### src/rtl/common_pkg.sv
// Shared constants and reader state type for the scan doubler.
package common_pkg;

    localparam int SCAN_MAX_PIXELS      = 1024;
    localparam int SCAN_HSYNC_OUT_WIDTH = 48;

    typedef enum logic [1:0] {
        IDLE   = 2'd0,
        SYNC   = 2'd1,
        ACTIVE = 2'd2
    } scan_state_t;

endpackage

### src/rtl/line_ram.sv
// Two-bank 1-bit line store: one write port, one registered read port;
// the bank select is the address MSB.
module line_ram #(
    parameter int DEPTH = 1024,
    parameter int AW    = $clog2(DEPTH)
) (
    input  logic          clock,
    input  logic          wr_en,
    input  logic [AW:0]   wr_addr,
    input  logic          wr_data,
    input  logic          rd_en,
    input  logic [AW:0]   rd_addr,
    output logic          rd_data
);

    logic mem [2*DEPTH];

    // Storage is deliberately unreset; the reader never shows it before a line is written.
    always_ff @(posedge clock) begin
        if (wr_en) begin
            mem[wr_addr] <= wr_data;
        end
        if (rd_en) begin
            rd_data <= mem[rd_addr];
        end
    end

endmodule

### src/rtl/scan_doubler.sv
// Line doubler: stores each input line and replays it twice at 2x line rate.
// Build option SCAN_DOUBLER_SCANLINE_EN blanks the second pass (scanline effect).
module scan_doubler
    import common_pkg::*;
#(
    parameter int MAX_PIXELS      = SCAN_MAX_PIXELS,
    parameter int HSYNC_OUT_WIDTH = SCAN_HSYNC_OUT_WIDTH
) (
    input  logic clock_i,
    input  logic reset_i,
    input  logic pixel_en_i,
    input  logic out_pixel_en_i,
    input  logic video_i,
    input  logic h_sync_i,
    input  logic v_sync_i,
    output logic video_o,
    output logic h_sync_o,
    output logic v_sync_o,
    output logic overflow_o
);

    localparam int AW = $clog2(MAX_PIXELS);
    localparam int CW = $clog2(HSYNC_OUT_WIDTH + 1);
    localparam logic [AW:0]   FULL     = (AW+1)'(MAX_PIXELS);
    localparam logic [CW-1:0] SYNC_END = CW'(HSYNC_OUT_WIDTH - 1);

    logic          h_prev;
    logic          h_rise;
    logic          wr_en;
    logic [AW:0]   wr_addr;
    logic [AW:0]   line_len;
    logic          wr_bank;
    logic          rd_bank;
    logic          ram_q;

    scan_state_t   state, state_nxt;
    logic [CW-1:0] sync_cnt, sync_cnt_nxt;
    logic [AW:0]   rd_addr, rd_addr_nxt;
    logic          pass, pass_nxt;
    logic          show, show_nxt;
    logic          rd_en;

    assign h_rise = h_sync_i & ~h_prev;
    assign wr_en  = pixel_en_i & ~h_sync_i & (wr_addr != FULL);

    // Writer side; the edge register resets high so a held h_sync_i is not a new line.
    always_ff @(posedge clock_i or posedge reset_i) begin
        if (reset_i) begin
            h_prev     <= 1'b1;
            wr_addr    <= '0;
            line_len   <= '0;
            wr_bank    <= 1'b0;
            rd_bank    <= 1'b1;
            overflow_o <= 1'b0;
        end else begin
            h_prev <= h_sync_i;
            if (h_rise) begin
                line_len <= wr_addr;
                wr_bank  <= ~wr_bank;
                rd_bank  <= wr_bank;
                wr_addr  <= '0;
            end else if (pixel_en_i && !h_sync_i) begin
                if (wr_addr == FULL) begin
                    overflow_o <= 1'b1;
                end else begin
                    wr_addr <= wr_addr + 1'b1;
                end
            end
        end
    end

    always_ff @(posedge clock_i or posedge reset_i) begin
        if (reset_i) begin
            state    <= IDLE;
            sync_cnt <= '0;
            rd_addr  <= '0;
            pass     <= 1'b0;
            show     <= 1'b0;
            v_sync_o <= 1'b0;
        end else begin
            state    <= state_nxt;
            sync_cnt <= sync_cnt_nxt;
            rd_addr  <= rd_addr_nxt;
            pass     <= pass_nxt;
            show     <= show_nxt;
            v_sync_o <= v_sync_i;
        end
    end

    // Reader: a line-end restart wins over any output enable on the same clock.
    always_comb begin
        state_nxt    = state;
        sync_cnt_nxt = sync_cnt;
        rd_addr_nxt  = rd_addr;
        pass_nxt     = pass;
        show_nxt     = show;
        rd_en        = 1'b0;
        if (h_rise) begin
            state_nxt    = SYNC;
            sync_cnt_nxt = '0;
            rd_addr_nxt  = '0;
            pass_nxt     = 1'b0;
            show_nxt     = 1'b0;
        end else if (out_pixel_en_i) begin
            case (state)
                IDLE: begin
                    show_nxt = 1'b0;
                end
                SYNC: begin
                    show_nxt = 1'b0;
                    if (sync_cnt == SYNC_END) begin
                        state_nxt    = ACTIVE;
                        sync_cnt_nxt = '0;
                    end else begin
                        sync_cnt_nxt = sync_cnt + 1'b1;
                    end
                end
                ACTIVE: begin
                    if (rd_addr == line_len) begin
                        show_nxt     = 1'b0;
                        sync_cnt_nxt = '0;
                        if (!pass) begin
                            pass_nxt    = 1'b1;
                            rd_addr_nxt = '0;
                            state_nxt   = SYNC;
                        end else begin
                            state_nxt = IDLE;
                        end
                    end else begin
                        rd_en       = 1'b1;
                        rd_addr_nxt = rd_addr + 1'b1;
`ifdef SCAN_DOUBLER_SCANLINE_EN
                        show_nxt    = ~pass;
`else
                        show_nxt    = 1'b1;
`endif
                    end
                end
                default: begin
                    state_nxt = IDLE;
                    show_nxt  = 1'b0;
                end
            endcase
        end
    end

    line_ram #(
        .DEPTH (MAX_PIXELS),
        .AW    (AW)
    ) u_line_ram (
        .clock   (clock_i),
        .wr_en   (wr_en),
        .wr_addr ({wr_bank, wr_addr[AW-1:0]}),
        .wr_data (video_i),
        .rd_en   (rd_en),
        .rd_addr ({rd_bank, rd_addr[AW-1:0]}),
        .rd_data (ram_q)
    );

    assign h_sync_o = (state == SYNC);
    assign video_o  = ram_q & show;

endmodule
### config.mk
export PLATFORM = sky130hd
export DESIGN_NAME = scan_doubler
export DESIGN_NICKNAME = d
export VERILOG_FILES = /design/src/rtl/common_pkg.sv /design/src/rtl/line_ram.sv /design/src/rtl/scan_doubler.sv
export SDC_FILE = /design/constraint.sdc
export NUM_CORES = 2
export LEC_CHECK = 0
export BUFFER_PORTS_ARGS = -buffer_cell sky130_fd_sc_hd__buf_2
export CORE_MARGIN = 2
export CORE_UTILIZATION = 35
export DETAILED_ROUTE_END_ITERATION = 7
export PLACE_DENSITY_LB_ADDON = 0.3
export SYNTH_ARGS = -nofsm -noshare
export SYNTH_HDL_FRONTEND = slang
export SYNTH_SLANG_ARGS = --single-unit
### constraint.sdc
create_clock -name clock_i -period 3.1 [get_ports clock_i]
set_input_delay 0.465 -clock clock_i [delete_from_list [all_inputs] [get_ports clock_i]]
set_output_delay 0.465 -clock clock_i [all_outputs]
set_load 0.1 [all_outputs]
---- Word-level counts from Yosys, hierarchy flattened ----
Memories as Yosys holds them, arrays and structs flattened. A register that Yosys moved wholly into a read port is not among the register bits.
Cells that the tools add are included.
word-level totals
  bits in registers ....................... 48
  memory bits (writable) .................. 2048
  input port bits ......................... 7
  output and inout port bits .............. 4
  word-level logic and storage cells ...... 80
  memories kept ........................... 1
memory list
  name            words  width  read ports  clocked after memory_dff  write ports  line            text
  u_line_ram.mem  2048   1      1           1                         1            line_ram.sv:16  logic mem [2*DEPTH];
cells by class
  $add $sub $neg .......................... 3
  equal/unequal tests ..................... 11
  muxes and demuxes ....................... 31
  bitwise logic cells ..................... 8
  reduce and logical (&&, ||, !) cells .... 14
operators with widths
  kind                     count
  $mux W11                 8
  $mux W6                  4
  $add A11 B1 Y11 const B  2
  $mux W1                  13
  $pmux W6 S2              1
  $reduce_and A3 Y1        4
  $eq A11 B11 Y1           1
  $eq A11 B11 Y1 const B   1
  $ne A11 B11 Y1 const B   1
  $mux W2                  4
  $reduce_bool A2 Y1       4
  $add A6 B1 Y6 const B    1
  $eq A6 B6 Y1 const B     1
  $ne A3 B3 Y1 const B     2
  $pmux W2 S3              1
  $and A1 B1 Y1            4
  $ne A2 B2 Y1 const B     2
  $not A1 Y1               4
  $reduce_and A4 Y1        1
  $ne A3 B1 Y1 const B     1
  $reduce_bool A3 Y1       1
  $eq A2 B1 Y1 const B     1
  $eq A2 B2 Y1 const B     1
  $logic_not A2 Y1         1
  3 further kinds          3

---- Longest topological paths before layout ----
  word-level depth ........................ 5
  mapped depth ............................ 15
  mapped depth without buffers ............ 9

---- Modules after synthesis ----
Synthesis repeated with hierarchy kept, for this count alone.
second synthesis, totals
  cells, all modules ...................... 6517
  area, all modules ....................... 91881.9 um^2
modules (own cells, without submodules)
  module        instances  cells an instance  area each (um^2)  sequential area each (um^2)
  line_ram      1          6243               89355.7           61529.0
  scan_doubler  1          274                2526.2            1203.7

---- Worst setup path before layout ----
No wires, ideal clock.
  path type ............................... register -> register
  from .................................... register state[1]
  to ...................................... register sync_cnt[3]
  setup time .............................. 95 ps
  data arrival time ....................... 2624 ps
  data required time ...................... 3005 ps
  path slack .............................. 380 ps
  cell stages (with the launch flop) ...... 6
  path buffers ............................ 0
  period minus slack after synthesis ...... 2720 ps
  cells stage by stage .................... dfrtp_1 -> nor2b_1 -> a21o_1 -> a21oi_1 -> or2_2 -> o31ai_1
between the ends
  longest elaborated chain between the ends .. 4
  elaborated cells between the ends (all ways) .. 8
  those cells by class .................... 3 x eq/ne; 3 x mux; 2 x reduce/logical
RTL lines
  what                    line                 text
  start, declared         scan_doubler.sv:36   scan_state_t state, state_nxt;
  start signal, assigned  scan_doubler.sv:81   state <= state_nxt;
  $eq A2 B1 Y1 (*)        n/a
  via h_sync_o            scan_doubler.sv:17   output logic h_sync_o,
  $pmux W6 S2             scan_doubler.sv:105  case (state)
  $mux W6                 scan_doubler.sv:104  end else if (out_pixel_en_i) begin
  $mux W6                 scan_doubler.sv:98   if (h_rise) begin
  end signal, assigned    scan_doubler.sv:82   sync_cnt <= sync_cnt_nxt;
  end, declared           scan_doubler.sv:37   logic [CW-1:0] sync_cnt, sync_cnt_nxt;
The timed path passes the listed nets; every way through them passes the cells marked *. The select of a mux whose other input is x is not followed.
A chain may end at the register's enable or synchronous reset.

---- Final worst setup path ----
  from .................................... register rd_addr[0]
  to ...................................... register u_line_ram.rd_data (read register of u_line_ram.mem), data pin
between the ends
  longest elaborated chain between the ends .. 5
RTL lines
  what                    line                 text
  start, declared         scan_doubler.sv:38   logic [AW:0] rd_addr, rd_addr_nxt;
  start signal, assigned  scan_doubler.sv:83   rd_addr <= rd_addr_nxt;
  $eq A11 B11 Y1          scan_doubler.sv:119  if (rd_addr == line_len) begin
  $mux W1                 scan_doubler.sv:119
  $mux W1                 scan_doubler.sv:105
  $mux W1                 scan_doubler.sv:104
  $mux W1                 scan_doubler.sv:98
  end, declared           line_ram.sv:13       output logic rd_data
Several ways; a longest one is shown, not always the timed one.

==> flow_summary.toml <==
[global_route]
antenna_found_initial = 10
gr-total-overflow = 0
track_usage = 0.2170
grt_max_degree = 194
grt_pass1_vias = 57400
grt_pass1_wl_um = 417500

[synthesis]
async_flop_share = 0.02289
synth_flop_cell = "edfxtp_1"
ys_seq_area_frac = 0.6829
synth_xor_area_frac = 0.001907
synthMuxAreaShare = 0.1286
yosys_warnings = 0
netlist_area_mm2 = 0.09186
syn_area_per_cell_um2 = 14.00
synth_compound_area_frac = 0.03772
ys_types = 76
synth-adder-area-share = 0.0008173
syn_nets = 6573
synth_top_family_by_area = "multiplexers"
netlist_instances = 6560
synthSimpleGateAreaFrac = 0.1104
synth_edf_count = 2049
synth_seq_cells = 2097

[layout]
drive_above_1_share = 0.2001
fin_util = 0.4079
nets = 6789
seqCellArea_mm2 = 0.06275
multiInputGateArea_mm2 = 0.02622
area_growth_pct = 16.26
fill_cells = 24110

[hold_path]
holdPathStages = 1
min-delay-start = "video_i"
hold_class = "in2reg"
whs_endpoint = "u_line_ram.mem[530]"

[floorplanning]
die_x_um = 516.3
fp-row-count = 188
core-area_mm2 = 0.2618
pin_count = 11
die_h_um = 516.3
initial_utilization = 0.3509
die_area_mm2 = 0.2666

[detailed_routing]
drt-met1-wl_um = 118900
drt_iter0_drc = 7547
ant_nets = 0
drt-pass1-iter-count = 8
routed-wl-met3_um = 23600
route.met2.wl_um = 141900
via_per_inst = 5.616
drt_wl_total_um = 295000
routed.top_layer = "met5"
dr_total_vias = 58770
wl_per_cell_um = 28.19
route.detailed.drc = 0

[timing]
finalCritPeriodShare = 1.079
rsz0062_at_grt = "yes"
worst_slew_pin_slew_ns = 1.086
setup_violations = 1
drv_slew = 0
fin_crit_ns = 3.344
timing.slew.headroom = 0.2731
finalHoldViolCount = 0
worst_hold_slack_ns = 0.08521
clock_skew_ns = 0.03428
setup_ws_ns = -0.2444
fmax_mhz = 299.0

[pwr]
p_leak_nw = 32.13
finalPower_mw = 57.21
p_per_area_mw_per_mm2 = 535.7
peakVddDrop_v = 0.0006178

[clock_network]
clock-sinks = 2097
root_buffer = "clkbuf_16"
clockBufferDepth = 3
htree_levels = 4
cts_buffers = 215
clk_latency_ns = 0.87
clk_pin_slew_ns = 0.06
cts_tree = "yes"

[setup_path]
path_max_fanout = 8
rr_worst_depth = 11
critPathRequiredTime_ns = 3.84
arrival_ns = 4.08
timing.rr.end = "u_line_ram.rd_data"
rr_startpoint = "rd_addr[0]"
startpoint_type = "flip-flop"
critPathLaunch = "rd_addr[0]"
rrSetupSlack_ns = -0.24
crit_type = "reg2reg"
crit_path_end_kind = "flip-flop"

[place]
io_buffers = 10
dp_hpwl_um = 171300
routabilityCongestion = 0.8554
dp_slack_ns = -0.4598

[job]
maxCapViolations = 0

[status]
status = "finished with violations"
violations = "negative setup slack"
stage by stage:
stage	instances	cell area (µm²)	TNS [ns]
after floorplan	6560	91860	0
after global placement	10030	99480	-0.9864
after detailed placement	10030	99490	-2.432
after CTS	10430	106300	-0.1584
after global routing	10460	106800	-0.2298
final	10460	106800	-0.2444
what timing repair did:
action | in CTS | in global routing
gates cloned | 1 | 6
pin swaps | 7 | 14
hold endpoints to repair | 41 | 0
setup buffers | 3 | 25
setup endpoints to repair | 97 | 1
hold buffers | 5 | 0
gates resized for setup | 39 | 35
registers in the layout, summed over array words and instances, names as in the netlist:
| register | cells |
|---|---|
| h_prev | 1 |
| line_len | 11 |
| overflow_o | 1 |
| pass | 1 |
| rd_addr | 11 |
| rd_bank | 1 |
| show | 1 |
| state | 2 |
| sync_cnt | 6 |
| u_line_ram.mem | 2048 |
| u_line_ram.rd_data | 1 |
| v_sync_o | 1 |
| wr_addr | 11 |
| wr_bank | 1 |
area by class of cell:
| type | instances | area share |
|---|---|---|
| sequential | 2097 | 0.5876 |
| multi-input combinational | 3815 | 0.2455 |
| timing repair buffer | 637 | 0.06475 |
| clock buffer | 276 | 0.05292 |
| tap | 3515 | 0.04118 |
| clock inverter | 111 | 0.007534 |
| inverter | 10 | 0.0004687 |
| antenna | 3 | 0.00007030 |
critical path: stages, from the launching register on:
cell and delay [ns]:
dfrtp_4 0.53, buf_12 0.18, buf_12 0.16, buf_16 0.14, mux4_2 0.36, a21oi_1 0.07, o21a_1 0.25, a311oi_4 0.57
buf_4 0.23, a211oi_2 0.07, or4_1 0.53, nand4_1 0.09
cell usage after synthesis, drive strengths merged, types with 23 or more instances:
cell type | number | area share
nor2 | 2141 | 0.087
edfxtp | 2049 | 0.67
clkbuf | 464 | 0.020
mux4 | 350 | 0.087
mux2i | 312 | 0.034
nand2 | 222 | 0.0091
buf | 174 | 0.017
o22ai | 122 | 0.0083
a21oi | 67 | 0.0037
nand3 | 62 | 0.0034
mux2 | 61 | 0.0075
o221ai | 60 | 0.0058
o21ai | 57 | 0.0031
dfrtp | 46 | 0.013
a31oi | 29 | 0.0020
a221oi | 23 | 0.0023
cell usage in the layout (no fill, tap or decap), types with 33 or more instances in the layout:
master	Yosys	layout
nor2_1	2141	2139
edfxtp_1	2049	2049
buf_4	14	452
mux4_2	317	317
mux2i_1	312	311
clkbuf_16	0	223
nand2_1	222	189
buf_12	15	148
o22ai_1	122	115
a21oi_1	67	67
nand3_1	62	62
mux2_2	61	61
clkbuf_1	451	59
clkinv_1	1	54
o221ai_1	59	54
o21ai_0	56	52
dfrtp_1	46	41
mux4_1	33	33
layer usage:
layer,GRT usage,up-vias
met5,0,-
met3,0.03221,531
met2,0.3586,2786
met1,0.2917,30960
li1,-,24490
met4,0.07514,4
worst max-delay path by stage:
stage / to / slack [ns] / cells after the start
2_1_floorplan: sync_cnt[3] / 0.38 / 5
3_3_place_gp: u_line_ram.rd_data / -0.87 / 11
3_5_place_dp: u_line_ram.rd_data / -0.46 / 12
4_1_cts: u_line_ram.rd_data / -0.16 / 12
5_1_grt: u_line_ram.rd_data / -0.23 / 13
6_report: u_line_ram.rd_data / -0.24 / 11
logic make-up after synthesis:
group                    count (synthesis)
flip-flops                            2097
AO/OA/AOI/OAI                          497
adder cells (fa/ha/maj)                  6
multiplexers                           723
AND/OR/NAND/NOR                       2569
XOR/XNOR                                20
buffers and inverters                  648
power breakdown:
group	internal, mW	switching [mW]	leakage [nW]
combinational	0.300	1.10	9.95
sequential	31.2	0.0726	19.0
clock	13.5	11.1	3.14
total	44.9	12.3	32.1
Note: power is estimated with default switching activity, not from simulation.
